===== src/rtl/csr_mmode_pkg.sv =====
// Shared definitions for the machine-mode CSR block: addresses, operation encodings,
// cause codes and mstatus field positions.
package csr_mmode_pkg;

  localparam logic [11:0] CSR_MSTATUS   = 12'h300;
  localparam logic [11:0] CSR_MISA      = 12'h301;
  localparam logic [11:0] CSR_MIE       = 12'h304;
  localparam logic [11:0] CSR_MTVEC     = 12'h305;
  localparam logic [11:0] CSR_MSCRATCH  = 12'h340;
  localparam logic [11:0] CSR_MEPC      = 12'h341;
  localparam logic [11:0] CSR_MCAUSE    = 12'h342;
  localparam logic [11:0] CSR_MIP       = 12'h344;
  localparam logic [11:0] CSR_MCYCLE    = 12'hB00;
  localparam logic [11:0] CSR_MINSTRET  = 12'hB02;
  localparam logic [11:0] CSR_MCYCLEH   = 12'hB80;
  localparam logic [11:0] CSR_MINSTRETH = 12'hB82;
  localparam logic [11:0] CSR_MHARTID   = 12'hF14;

  typedef enum logic [1:0] {
    CsrOpNone = 2'b00,
    CsrOpRw   = 2'b01,
    CsrOpRs   = 2'b10,
    CsrOpRc   = 2'b11
  } csr_op_e;

  typedef enum logic [3:0] {
    SelNone, SelMstatus, SelMtvec, SelMepc, SelMcause, SelMie, SelMscratch,
    SelMcycle, SelMcycleh, SelMinstret, SelMinstreth
  } csr_sel_e;

  localparam logic [3:0] CAUSE_MSI = 4'd3;
  localparam logic [3:0] CAUSE_MTI = 4'd7;
  localparam logic [3:0] CAUSE_MEI = 4'd11;

  localparam int unsigned MSTATUS_MIE    = 3;
  localparam int unsigned MSTATUS_MPIE   = 7;
  localparam int unsigned MSTATUS_MPP_LO = 11;
  localparam int unsigned MSTATUS_MPP_HI = 12;

  function automatic logic [63:0] csr_apply(csr_op_e op, logic [63:0] old, logic [63:0] wd);
    case (op)
      CsrOpRw: return wd;
      CsrOpRs: return old | wd;
      CsrOpRc: return old & ~wd;
      default: return old;
    endcase
  endfunction

endpackage


===== src/rtl/csr_counter64.sv =====
// 64-bit event counter with full or per-half software writes.
module csr_counter64 (
  input  logic        clk,
  input  logic        rst,
  input  logic        inc,
  input  logic        wr_lo,
  input  logic        wr_hi,
  input  logic [63:0] wdata,
  output logic [63:0] value
);

  logic [63:0] cnt_q, cnt_d, sum;

  // A written half takes the data; an unwritten low half keeps counting, while an
  // unwritten high half holds when the low half is overwritten (its carry is stale).
  always_comb begin
    sum           = cnt_q + 64'(inc);
    cnt_d[31:0]   = wr_lo ? wdata[31:0] : sum[31:0];
    cnt_d[63:32]  = wr_hi ? wdata[63:32] : (wr_lo ? cnt_q[63:32] : sum[63:32]);
  end

  always_ff @(posedge clk or posedge rst) begin
    if (rst) cnt_q <= '0;
    else     cnt_q <= cnt_d;
  end

  assign value = cnt_q;

endmodule


===== src/rtl/csr_mmode.sv =====
// Machine-mode CSR file: CSR access, interrupt gating, trap entry and MRET redirect.
module csr_mmode
  import csr_mmode_pkg::*;
#(
  parameter int unsigned     XLEN         = 64,
  parameter logic [XLEN-1:0] MTVEC_RESET  = '0,
  parameter bit              HAS_MINSTRET = 1'b1
) (
  input  logic            clk,
  input  logic            rst,
  input  logic [11:0]     csr_addr,
  input  logic            csr_rena,
  input  logic            csr_wena,
  input  logic [1:0]      csr_op,
  input  logic [XLEN-1:0] csr_wdata,
  input  logic            instret_inc,
  input  logic            exc_valid,
  input  logic [3:0]      exc_cause,
  input  logic [XLEN-1:0] exc_pc,
  input  logic            int_ack,
  input  logic [XLEN-1:0] int_pc,
  input  logic            mret_valid,
  input  logic            irq_ext,
  input  logic            irq_timer,
  input  logic            irq_soft,
  output logic [XLEN-1:0] csr_rdata,
  output logic            csr_illegal,
  output logic            irq_req,
  output logic            trap_valid,
  output logic [XLEN-1:0] trap_pc,
  output logic [XLEN-1:0] diff_mstatus,
  output logic [XLEN-1:0] diff_mcause,
  output logic [XLEN-1:0] diff_mepc,
  output logic [XLEN-1:0] diff_mtvec,
  output logic [XLEN-1:0] diff_mie,
  output logic [XLEN-1:0] diff_mip,
  output logic [XLEN-1:0] diff_mscratch
);

  logic            mie_bit_q, mie_bit_d, mpie_q, mpie_d;
  logic [XLEN-1:0] mtvec_q, mtvec_d, mepc_q, mepc_d, mcause_q, mcause_d;
  logic [XLEN-1:0] mscratch_q, mscratch_d;
  logic [2:0]      mie_q, mie_d, sync1_q, sync2_q;  // {MEI, MTI, MSI}
  logic [63:0]     mcycle, minstret, cnt_wdata;
  logic            cyc_wr_lo, cyc_wr_hi, ins_wr_lo, ins_wr_hi;
  logic [XLEN-1:0] mstatus_rd, misa_rd, mie_rd, mip_rd, rdata, wval, base, tpc;
  csr_sel_e        sel;
  logic            addr_ok, read_only, illegal, wr_en, irq_int, int_take, trap_any;
  logic [2:0]      pend;
  logic [3:0]      irq_cause;

  function automatic logic [XLEN-1:0] irq_bits(logic [2:0] b);
    logic [XLEN-1:0] v;
    v     = '0;
    v[11] = b[2];
    v[7]  = b[1];
    v[3]  = b[0];
    return v;
  endfunction

  always_comb begin
    mstatus_rd                                = '0;
    mstatus_rd[MSTATUS_MIE]                   = mie_bit_q;
    mstatus_rd[MSTATUS_MPIE]                  = mpie_q;
    mstatus_rd[MSTATUS_MPP_HI:MSTATUS_MPP_LO] = 2'b11;
    misa_rd                                   = '0;
    misa_rd[XLEN-1 -: 2]                      = (XLEN == 64) ? 2'b10 : 2'b01;
    misa_rd[8]                                = 1'b1;
    mie_rd                                    = irq_bits(mie_q);
    mip_rd                                    = irq_bits(sync2_q);
  end

  always_comb begin
    rdata     = '0;
    sel       = SelNone;
    addr_ok   = 1'b1;
    read_only = 1'b0;
    case (csr_addr)
      CSR_MSTATUS:  begin rdata = mstatus_rd; sel = SelMstatus;  end
      CSR_MISA:     begin rdata = misa_rd;    read_only = 1'b1;  end
      CSR_MHARTID:  read_only = 1'b1;
      CSR_MTVEC:    begin rdata = mtvec_q;    sel = SelMtvec;    end
      CSR_MEPC:     begin rdata = mepc_q;     sel = SelMepc;     end
      CSR_MCAUSE:   begin rdata = mcause_q;   sel = SelMcause;   end
      CSR_MIE:      begin rdata = mie_rd;     sel = SelMie;      end
      CSR_MIP:      begin rdata = mip_rd;     read_only = 1'b1;  end
      CSR_MSCRATCH: begin rdata = mscratch_q; sel = SelMscratch; end
      CSR_MCYCLE:   begin rdata = mcycle[XLEN-1:0]; sel = SelMcycle; end
      CSR_MINSTRET: begin
        if (HAS_MINSTRET) begin rdata = minstret[XLEN-1:0]; sel = SelMinstret; end
        else read_only = 1'b1;
      end
      CSR_MCYCLEH: begin
        if (XLEN == 32) begin rdata = XLEN'(mcycle[63:32]); sel = SelMcycleh; end
        else addr_ok = 1'b0;
      end
      CSR_MINSTRETH: begin
        if (XLEN != 32) addr_ok = 1'b0;
        else if (HAS_MINSTRET) begin rdata = XLEN'(minstret[63:32]); sel = SelMinstreth; end
        else read_only = 1'b1;
      end
      default: addr_ok = 1'b0;
    endcase
  end

  assign illegal  = (csr_rena | csr_wena) & (~addr_ok | (csr_wena & read_only));
  assign pend     = mie_q & sync2_q;
  assign irq_int  = mie_bit_q & (|pend);
  assign int_take = int_ack & irq_int;
  assign trap_any = exc_valid | int_take | mret_valid;
  assign wr_en    = csr_wena & ~illegal & ~trap_any;
  assign wval     = XLEN'(csr_apply(csr_op_e'(csr_op), 64'(rdata), 64'(csr_wdata)));
  assign irq_cause = pend[2] ? CAUSE_MEI : (pend[0] ? CAUSE_MSI : CAUSE_MTI);
  assign base     = {mtvec_q[XLEN-1:2], 2'b00};

  always_comb begin
    tpc = '0;
    if (exc_valid)       tpc = base;
    else if (int_take)   tpc = base + (mtvec_q[0] ? XLEN'({irq_cause, 2'b00}) : '0);
    else if (mret_valid) tpc = mepc_q;
  end

  always_comb begin
    mie_bit_d  = mie_bit_q;
    mpie_d     = mpie_q;
    mtvec_d    = mtvec_q;
    mepc_d     = mepc_q;
    mcause_d   = mcause_q;
    mie_d      = mie_q;
    mscratch_d = mscratch_q;
    if (exc_valid) begin
      mepc_d    = exc_pc & ~XLEN'(3);
      mcause_d  = XLEN'(exc_cause);
      mpie_d    = mie_bit_q;
      mie_bit_d = 1'b0;
    end else if (int_take) begin
      mepc_d           = int_pc & ~XLEN'(3);
      mcause_d         = XLEN'(irq_cause);
      mcause_d[XLEN-1] = 1'b1;
      mpie_d           = mie_bit_q;
      mie_bit_d        = 1'b0;
    end else if (mret_valid) begin
      mie_bit_d = mpie_q;
      mpie_d    = 1'b1;
    end else if (wr_en) begin
      case (sel)
        SelMstatus: begin
          mie_bit_d = wval[MSTATUS_MIE];
          mpie_d    = wval[MSTATUS_MPIE];
        end
        // Reserved MODE encodings 2/3 collapse to direct mode.
        SelMtvec:    mtvec_d    = {wval[XLEN-1:2], 1'b0, wval[0] & ~wval[1]};
        SelMepc:     mepc_d     = wval & ~XLEN'(3);
        SelMcause:   mcause_d   = wval;
        SelMie:      mie_d      = {wval[11], wval[7], wval[3]};
        SelMscratch: mscratch_d = wval;
        default: ;
      endcase
    end
  end

  always_ff @(posedge clk or posedge rst) begin
    if (rst) begin
      mie_bit_q  <= 1'b0;
      mpie_q     <= 1'b0;
      mtvec_q    <= MTVEC_RESET;
      mepc_q     <= '0;
      mcause_q   <= '0;
      mie_q      <= '0;
      mscratch_q <= '0;
      sync1_q    <= '0;
      sync2_q    <= '0;
    end else begin
      mie_bit_q  <= mie_bit_d;
      mpie_q     <= mpie_d;
      mtvec_q    <= mtvec_d;
      mepc_q     <= mepc_d;
      mcause_q   <= mcause_d;
      mie_q      <= mie_d;
      mscratch_q <= mscratch_d;
      sync1_q    <= {irq_ext, irq_timer, irq_soft};
      sync2_q    <= sync1_q;
    end
  end

  assign cnt_wdata = (XLEN == 32) ? {2{wval[31:0]}} : 64'(wval);
  assign cyc_wr_lo = wr_en & (sel == SelMcycle);
  assign cyc_wr_hi = wr_en & ((sel == SelMcycleh) | ((XLEN == 64) && (sel == SelMcycle)));
  assign ins_wr_lo = wr_en & (sel == SelMinstret);
  assign ins_wr_hi = wr_en & ((sel == SelMinstreth) | ((XLEN == 64) && (sel == SelMinstret)));

  csr_counter64 u_mcycle (
    .clk   (clk),
    .rst   (rst),
    .inc   (1'b1),
    .wr_lo (cyc_wr_lo),
    .wr_hi (cyc_wr_hi),
    .wdata (cnt_wdata),
    .value (mcycle)
  );

  if (HAS_MINSTRET) begin : g_minstret
    csr_counter64 u_minstret (
      .clk   (clk),
      .rst   (rst),
      .inc   (instret_inc),
      .wr_lo (ins_wr_lo),
      .wr_hi (ins_wr_hi),
      .wdata (cnt_wdata),
      .value (minstret)
    );
  end else begin : g_no_minstret
    assign minstret = '0;
  end

  assign csr_rdata     = rdata;
  assign csr_illegal   = ~rst & illegal;
  assign irq_req       = ~rst & irq_int;
  assign trap_valid    = ~rst & trap_any;
  assign trap_pc       = (~rst & trap_any) ? tpc : '0;
  assign diff_mstatus  = mstatus_rd;
  assign diff_mcause   = mcause_q;
  assign diff_mepc     = mepc_q;
  assign diff_mtvec    = mtvec_q;
  assign diff_mie      = mie_rd;
  assign diff_mip      = mip_rd;
  assign diff_mscratch = mscratch_q;

endmodule


===== config.mk =====
export PLATFORM = sky130hd
export DESIGN_NAME = csr_mmode
export DESIGN_NICKNAME = d
export VERILOG_FILES = /design/src/rtl/csr_mmode_pkg.sv /design/src/rtl/csr_counter64.sv /design/src/rtl/csr_mmode.sv
export SDC_FILE = /design/constraint.sdc
export NUM_CORES = 1
export LEC_CHECK = 0
export CORE_AREA = 10 10 303 305
export DETAILED_ROUTE_END_ITERATION = 8
export DIE_AREA = 0 0 313 315
export PLACE_DENSITY = 0.66
export SKIP_LAST_GASP = 1
export SLEW_MARGIN = 20
export SYNTH_ARGS = -nofsm -noshare
export SYNTH_HDL_FRONTEND = slang
export SYNTH_SLANG_ARGS = --single-unit

===== constraint.sdc =====
create_clock -name clk -period 31.7 [get_ports clk]
set_clock_uncertainty 0.05 [all_clocks]
set_input_delay 7.925 -clock clk [delete_from_list [all_inputs] [get_ports clk]]
set_output_delay 7.925 -clock clk [all_outputs]
set_load 0.02 [all_outputs]

==> flow_summary.html <==
<table>
<tr><th>Metric</th><th>Value</th></tr>
<tr><th colspan="2">Outcome</th></tr>
<tr><td>Outcome</td><td>complete, but fails checks</td></tr>
<tr><td>Violated checks</td><td>design-rule violations</td></tr>
<tr><th colspan="2">Global route</th></tr>
<tr><td>Number of global-route vias before repair</td><td>29,000</td></tr>
<tr><td>Global route total overflow</td><td>0</td></tr>
<tr><td>First-pass GRT wire length</td><td>approximately 220,000 um</td></tr>
<tr><td>Antenna violations before repair</td><td>5</td></tr>
<tr><td>Maximum number of pins on one net before global-route repair</td><td>77</td></tr>
<tr><td>Global routing usage summed across all routing layers</td><td>29.5%</td></tr>
<tr><th colspan="2">Yosys</th></tr>
<tr><td>Post-synth ARST share</td><td>100%</td></tr>
<tr><td>Synth top area share</td><td>a little over a third</td></tr>
<tr><td>EDFF count, synth</td><td>0</td></tr>
<tr><td>Sequential share of the synthesized area</td><td>35.7%</td></tr>
<tr><td>Most frequent cell after synthesis</td><td>dfrtp_1</td></tr>
<tr><td>Cells after Synth</td><td>between 3,000 and 4,000</td></tr>
<tr><td>Commonest register cell after synthesis</td><td>dfrtp_1</td></tr>
<tr><td>Post-Syn Area per Cell</td><td>8.37 um2</td></tr>
<tr><td>Flip-flop and latch count after synthesis</td><td>approximately 390</td></tr>
<tr><td>Synth top area cells</td><td>dfrtp_1 (36%), buf_4 (5.4%), xnor2_1 (5.3%)</td></tr>
<tr><td>Top cells by instance count after synthesis</td><td>dfrtp_1 (392), nand2_1 (382), nor2_1 (231)</td></tr>
<tr><td>Number of distinct library cells after synthesis</td><td>87</td></tr>
<tr><td>Yosys synthesis warning count</td><td>0</td></tr>
<tr><td>Post-synthesis cell type with the largest combined area</td><td>dfrtp_1</td></tr>
<tr><td>Netlist Area Pre-Place</td><td>~28,000 um2</td></tr>
<tr><th colspan="2">Detailed routing</th></tr>
<tr><td>Final Routed Wirelength</td><td>around 150,000 um</td></tr>
<tr><td>Routed vias</td><td>30,000</td></tr>
<tr><td>Per-cell routed wire length</td><td>between 30 and 40 um</td></tr>
<tr><td>Drt drc</td><td>18</td></tr>
<tr><td>Routed Antenna Nets</td><td>0</td></tr>
<tr><td>Via density per instance</td><td>slightly above 6</td></tr>
<tr><td>First drt pass iteration count</td><td>9</td></tr>
<tr><td>1st-iter DRT viols</td><td>3,705</td></tr>
<tr><th colspan="2">Critical path</th></tr>
<tr><td>Category of cells accounting for the largest share of critical-path delay</td><td>buffers and inverters</td></tr>
<tr><td>Cell breakdown of the critical path</td><td>clkdlybuf4s50_1 -&gt; nand4bb_1 -&gt; nor4_4 -&gt; buf_4 -&gt; a22oi_1 -&gt; o211ai_1 -&gt; clkdlybuf4s50_1</td></tr>
<tr><td>Count of buffering cells on the critical path with inverters included</td><td>3</td></tr>
<tr><td>Crit path DAT</td><td>11.98 ns</td></tr>
<tr><td>Critical Setup Path Class</td><td>in -&gt; out</td></tr>
<tr><td>R2R depth</td><td>10</td></tr>
<tr><td>Biggest fanout along the worst timing path</td><td>55</td></tr>
<tr><td>Top cell by count, worst path</td><td>clkdlybuf4s50_1</td></tr>
<tr><td>Critical Path Source</td><td>csr_addr[3]</td></tr>
<tr><td>Sort of element at the end of the critical path</td><td>output port</td></tr>
<tr><td>Worst EP required</td><td>approximately 24 ns</td></tr>
<tr><td>Total stage count of the critical path</td><td>7</td></tr>
<tr><td>Reg2Reg Setup Slack</td><td>27.01 ns</td></tr>
<tr><td>Cell with the largest stage delay on the worst path</td><td>clkdlybuf4s50_1</td></tr>
<tr><td>Critical Path Source Type</td><td>input pin</td></tr>
<tr><td>Termination of the worst setup path</td><td>csr_rdata[11]</td></tr>
<tr><td>RR Startpoint</td><td>mie_q[2]</td></tr>
<tr><td>Worst r2r dst</td><td>diff_mscratch[46]</td></tr>
<tr><td>Stage delay of the slowest cell on the critical path</td><td>0.91 ns</td></tr>
<tr><th colspan="2">Clock network</th></tr>
<tr><td>Clk sink count</td><td>392</td></tr>
<tr><td>Clock buffer count from CTS</td><td>49</td></tr>
<tr><td>Cell at the root of the clock tree</td><td>clkbuf_16</td></tr>
<tr><td>Largest buffer count on any clock path</td><td>3</td></tr>
<tr><td>Count of cells resized by post-cts repair</td><td>0</td></tr>
<tr><td>Clock transition at the register clock pins on the worst setup and hold paths after CTS</td><td>around 0.05 ns</td></tr>
<tr><td>H-tree levels</td><td>2</td></tr>
<tr><td>Number of buffers inserted for hold repair after clock tree synthesis</td><td>0</td></tr>
<tr><td>Buffers inserted during post-CTS setup optimization</td><td>0</td></tr>
<tr><td>Latest clock arrival within the worst-skew pair</td><td>0.61 ns</td></tr>
<tr><td>CTS tree</td><td>yes</td></tr>
<tr><th colspan="2">Power and ir drop</th></tr>
<tr><td>Clock network fraction of design power</td><td>43.6%</td></tr>
<tr><td>Static Leakage</td><td>between 10 and 15 nW</td></tr>
<tr><td>Sequential group share of total power</td><td>39.4%</td></tr>
<tr><td>Switching share of total power</td><td>30.7%</td></tr>
<tr><td>Power Density</td><td>38.3 nW/um2</td></tr>
<tr><td>Combinational Power Share</td><td>17.0%</td></tr>
<tr><td>VDD IR-drop max</td><td>33.2 uV</td></tr>
<tr><td>Int Pwr</td><td>0.000948 W</td></tr>
<tr><td>Net switching power figure</td><td>0.000421 W</td></tr>
<tr><th colspan="2">Floorplanning</th></tr>
<tr><td>Die Y-Extent</td><td>315 um</td></tr>
<tr><td>Area of the core</td><td>85,900 um2</td></tr>
<tr><td>Standard-cell row count</td><td>roughly 110</td></tr>
<tr><td>Die extent in x</td><td>313 um</td></tr>
<tr><td>Starting utilization of the core area</td><td>roughly a third</td></tr>
<tr><td>Die area</td><td>98,600 um2</td></tr>
<tr><td>Boundary pin count</td><td>800</td></tr>
<tr><th colspan="2">Timing</th></tr>
<tr><td>Slew Limit Headroom</td><td>18.3%</td></tr>
<tr><td>Setup slack of the critical path after layout</td><td>11.75 ns</td></tr>
<tr><td>Max-slew violation count</td><td>0</td></tr>
<tr><td>Pin slew with the least headroom to its limit</td><td>1.21 ns</td></tr>
<tr><td>Min cycle time layout</td><td>19.95 ns</td></tr>
<tr><td>Final Cycle Share</td><td>62.9%</td></tr>
<tr><td>Final Setup Violations</td><td>0</td></tr>
<tr><td>RSZ-0062 raised after global routing</td><td>false</td></tr>
<tr><td>Number of failing hold endpoints at the final stage</td><td>0</td></tr>
<tr><td>Maximum achievable frequency</td><td>roughly 0.05 GHz</td></tr>
<tr><td>Total Negative Setup Slacks</td><td>0 ns</td></tr>
<tr><th colspan="2">Placement</th></tr>
<tr><td>Final HPWL DP</td><td>roughly 110,000 um</td></tr>
<tr><td>Worst setup timing slack at the placement stage</td><td>~12 ns</td></tr>
<tr><td>RePlAce Congestion</td><td>between 0.9 and 1</td></tr>
<tr><td>Buffers added on ports</td><td>606</td></tr>
<tr><th colspan="2">Worst hold path</th></tr>
<tr><td>Worst Hold Class</td><td>reg -&gt; reg</td></tr>
<tr><td>Startpoint of the worst hold path</td><td>sync1_q[1]</td></tr>
<tr><th colspan="2">Layout</th></tr>
<tr><td>Area used by sequential logic in the layout</td><td>9810 um2</td></tr>
<tr><td>Footprint of the multi-input gates</td><td>between 15,000 and 20,000 um2</td></tr>
<tr><td>FILL cells</td><td>8,658</td></tr>
<tr><td>Share of cells above drive strength 1</td><td>7.99%</td></tr>
<tr><td>Area delta synth-&gt;final</td><td>29.8%</td></tr>
<tr><td>Total number of nets in the final design</td><td>roughly 4,000</td></tr>
<tr><th colspan="2">Flow run</th></tr>
<tr><td>Maximum Capacitance Violations</td><td>0</td></tr>
</table>
[layout make-up]
cell class	instances	share of cell area (%)
diodes	2	0.0140
clock buffers	70	4.02
clock inverters	20	0.704
inverters	39	0.431
multi-input cells	2592	44.6
flip-flops and latches	392	27.5
well taps	1155	4.05
repair buffers	693	18.8
[layout by cell type, fill, tap and decap left out, types with 10 or more instances in the layout]
| master | count |
|---|---|
| clkdlybuf4s50_1 | 600 |
| dfrtp_1 | 392 |
| nand2_1 | 381 |
| nor2_1 | 225 |
| o21ai_0 | 202 |
| conb_1 | 189 |
| a21oi_1 | 181 |
| xnor2_1 | 167 |
| a22oi_1 | 133 |
| nand3_1 | 123 |
| nor3_1 | 93 |
| buf_4 | 89 |
| nand4_1 | 76 |
| and2_1 | 68 |
| and3_1 | 63 |
| clkbuf_16 | 49 |
| mux2_2 | 48 |
| mux2i_1 | 47 |
| o22ai_1 | 42 |
| a22o_1 | 38 |
| a222oi_1 | 36 |
| inv_1 | 36 |
| nand3b_1 | 31 |
| a31oi_1 | 29 |
| a221oi_1 | 29 |
| nor4_1 | 28 |
| o21a_1 | 26 |
| a221o_1 | 25 |
| xor2_1 | 25 |
| o211ai_1 | 19 |
| o22a_1 | 18 |
| a41o_1 | 17 |
| a32oi_1 | 15 |
| clkbuf_8 | 13 |
| and4_1 | 12 |
| a31o_2 | 12 |
| or3_1 | 11 |
| o31ai_1 | 11 |
| nor3b_1 | 10 |
| clkinv_2 | 10 |
[per-stage QoR]
step | cells | total power (W) | area (um2) | hold slack (ns) | util [%]
4_1_cts | 4961 | 0.00137 | 35700 | 0.301 | 41.5
3_5_place_dp | 4871 | 0.000777 | 34000 | 0.289 | 39.6
2_1_floorplan | 3474 | 0.000678 | 28200 | 0.281 | -
6_report | 4963 | 0.00137 | 35700 | 0.298 | 41.6
5_1_grt | 4961 | 0.00141 | 35700 | 0.309 | 41.6
3_3_place_gp | 4871 | 0.000775 | 34000 | 0.287 | 39.6
[routing by layer]
layer	GRT usage (%)	share of wire [%]	up-vias
met5	0	0.016	-
met4	14.7	5.6	4
met3	9.27	13	444
met2	46.6	45	2299
met1	36.0	37	14600
li1	-	-	12700
[state kept, by name, indices dropped and copies added (netlist names)]
name / cells
sync2_q: 3
sync1_q: 3
mie_bit_q: 1
diff_mscratch: 64
diff_mcause: 64
mie_q: 3
mpie_q: 1
g_minstret.u_minstret.value: 64
diff_mepc: 62
diff_mtvec: 63
u_mcycle.value: 64
[power groups by stage]
stage	combinational (W)	sequential (W)	clock (W)
after global routing	0.000247	0.000540	0.000619
final	0.000233	0.000539	0.000597
after floorplan	0.000130	0.000548	0
after global placement	0.000227	0.000547	0
after detailed placement	0.000229	0.000548	0
after CTS	0.000230	0.000539	0.000601
[worst reg2reg max path, cell delays in order (launching register included)]
cell and delay (ns):
dfrtp_1 0.49, a222oi_1 0.37, buf_4 0.25, o21ai_4 0.07, buf_4 0.28, buf_4 0.39
nor2_1 0.61, nand4_4 0.79, buf_4 0.61, buf_4 0.37, mux2_2 0.32
[worst min-delay path by stage]
stage / to / slack, ns / depth (start not counted)
final: sync2_q[1] / 0.30 / 0
after global routing: sync2_q[0] / 0.31 / 0
after CTS: sync2_q[1] / 0.30 / 0
after detailed placement: sync2_q[1] / 0.29 / 0
after global placement: sync2_q[0] / 0.29 / 0
after floorplan: sync2_q[0] / 0.28 / 0
[logic make-up after synthesis]
logic type                 count (synthesis)  share of synthesized area (%)
AOI/OAI and AO/OA                        912                           22.8
DFF                                      392                           35.7
adders and majority gates                  8                          0.391
xor gates and xnor gates                 192                           6.11
muxes                                     96                           3.72
other                                      2                         0.0273
and+or+nand+nor                         1195                           21.6
buffers and inverters                    490                           9.74
Power figures use the tool's default switching activity.
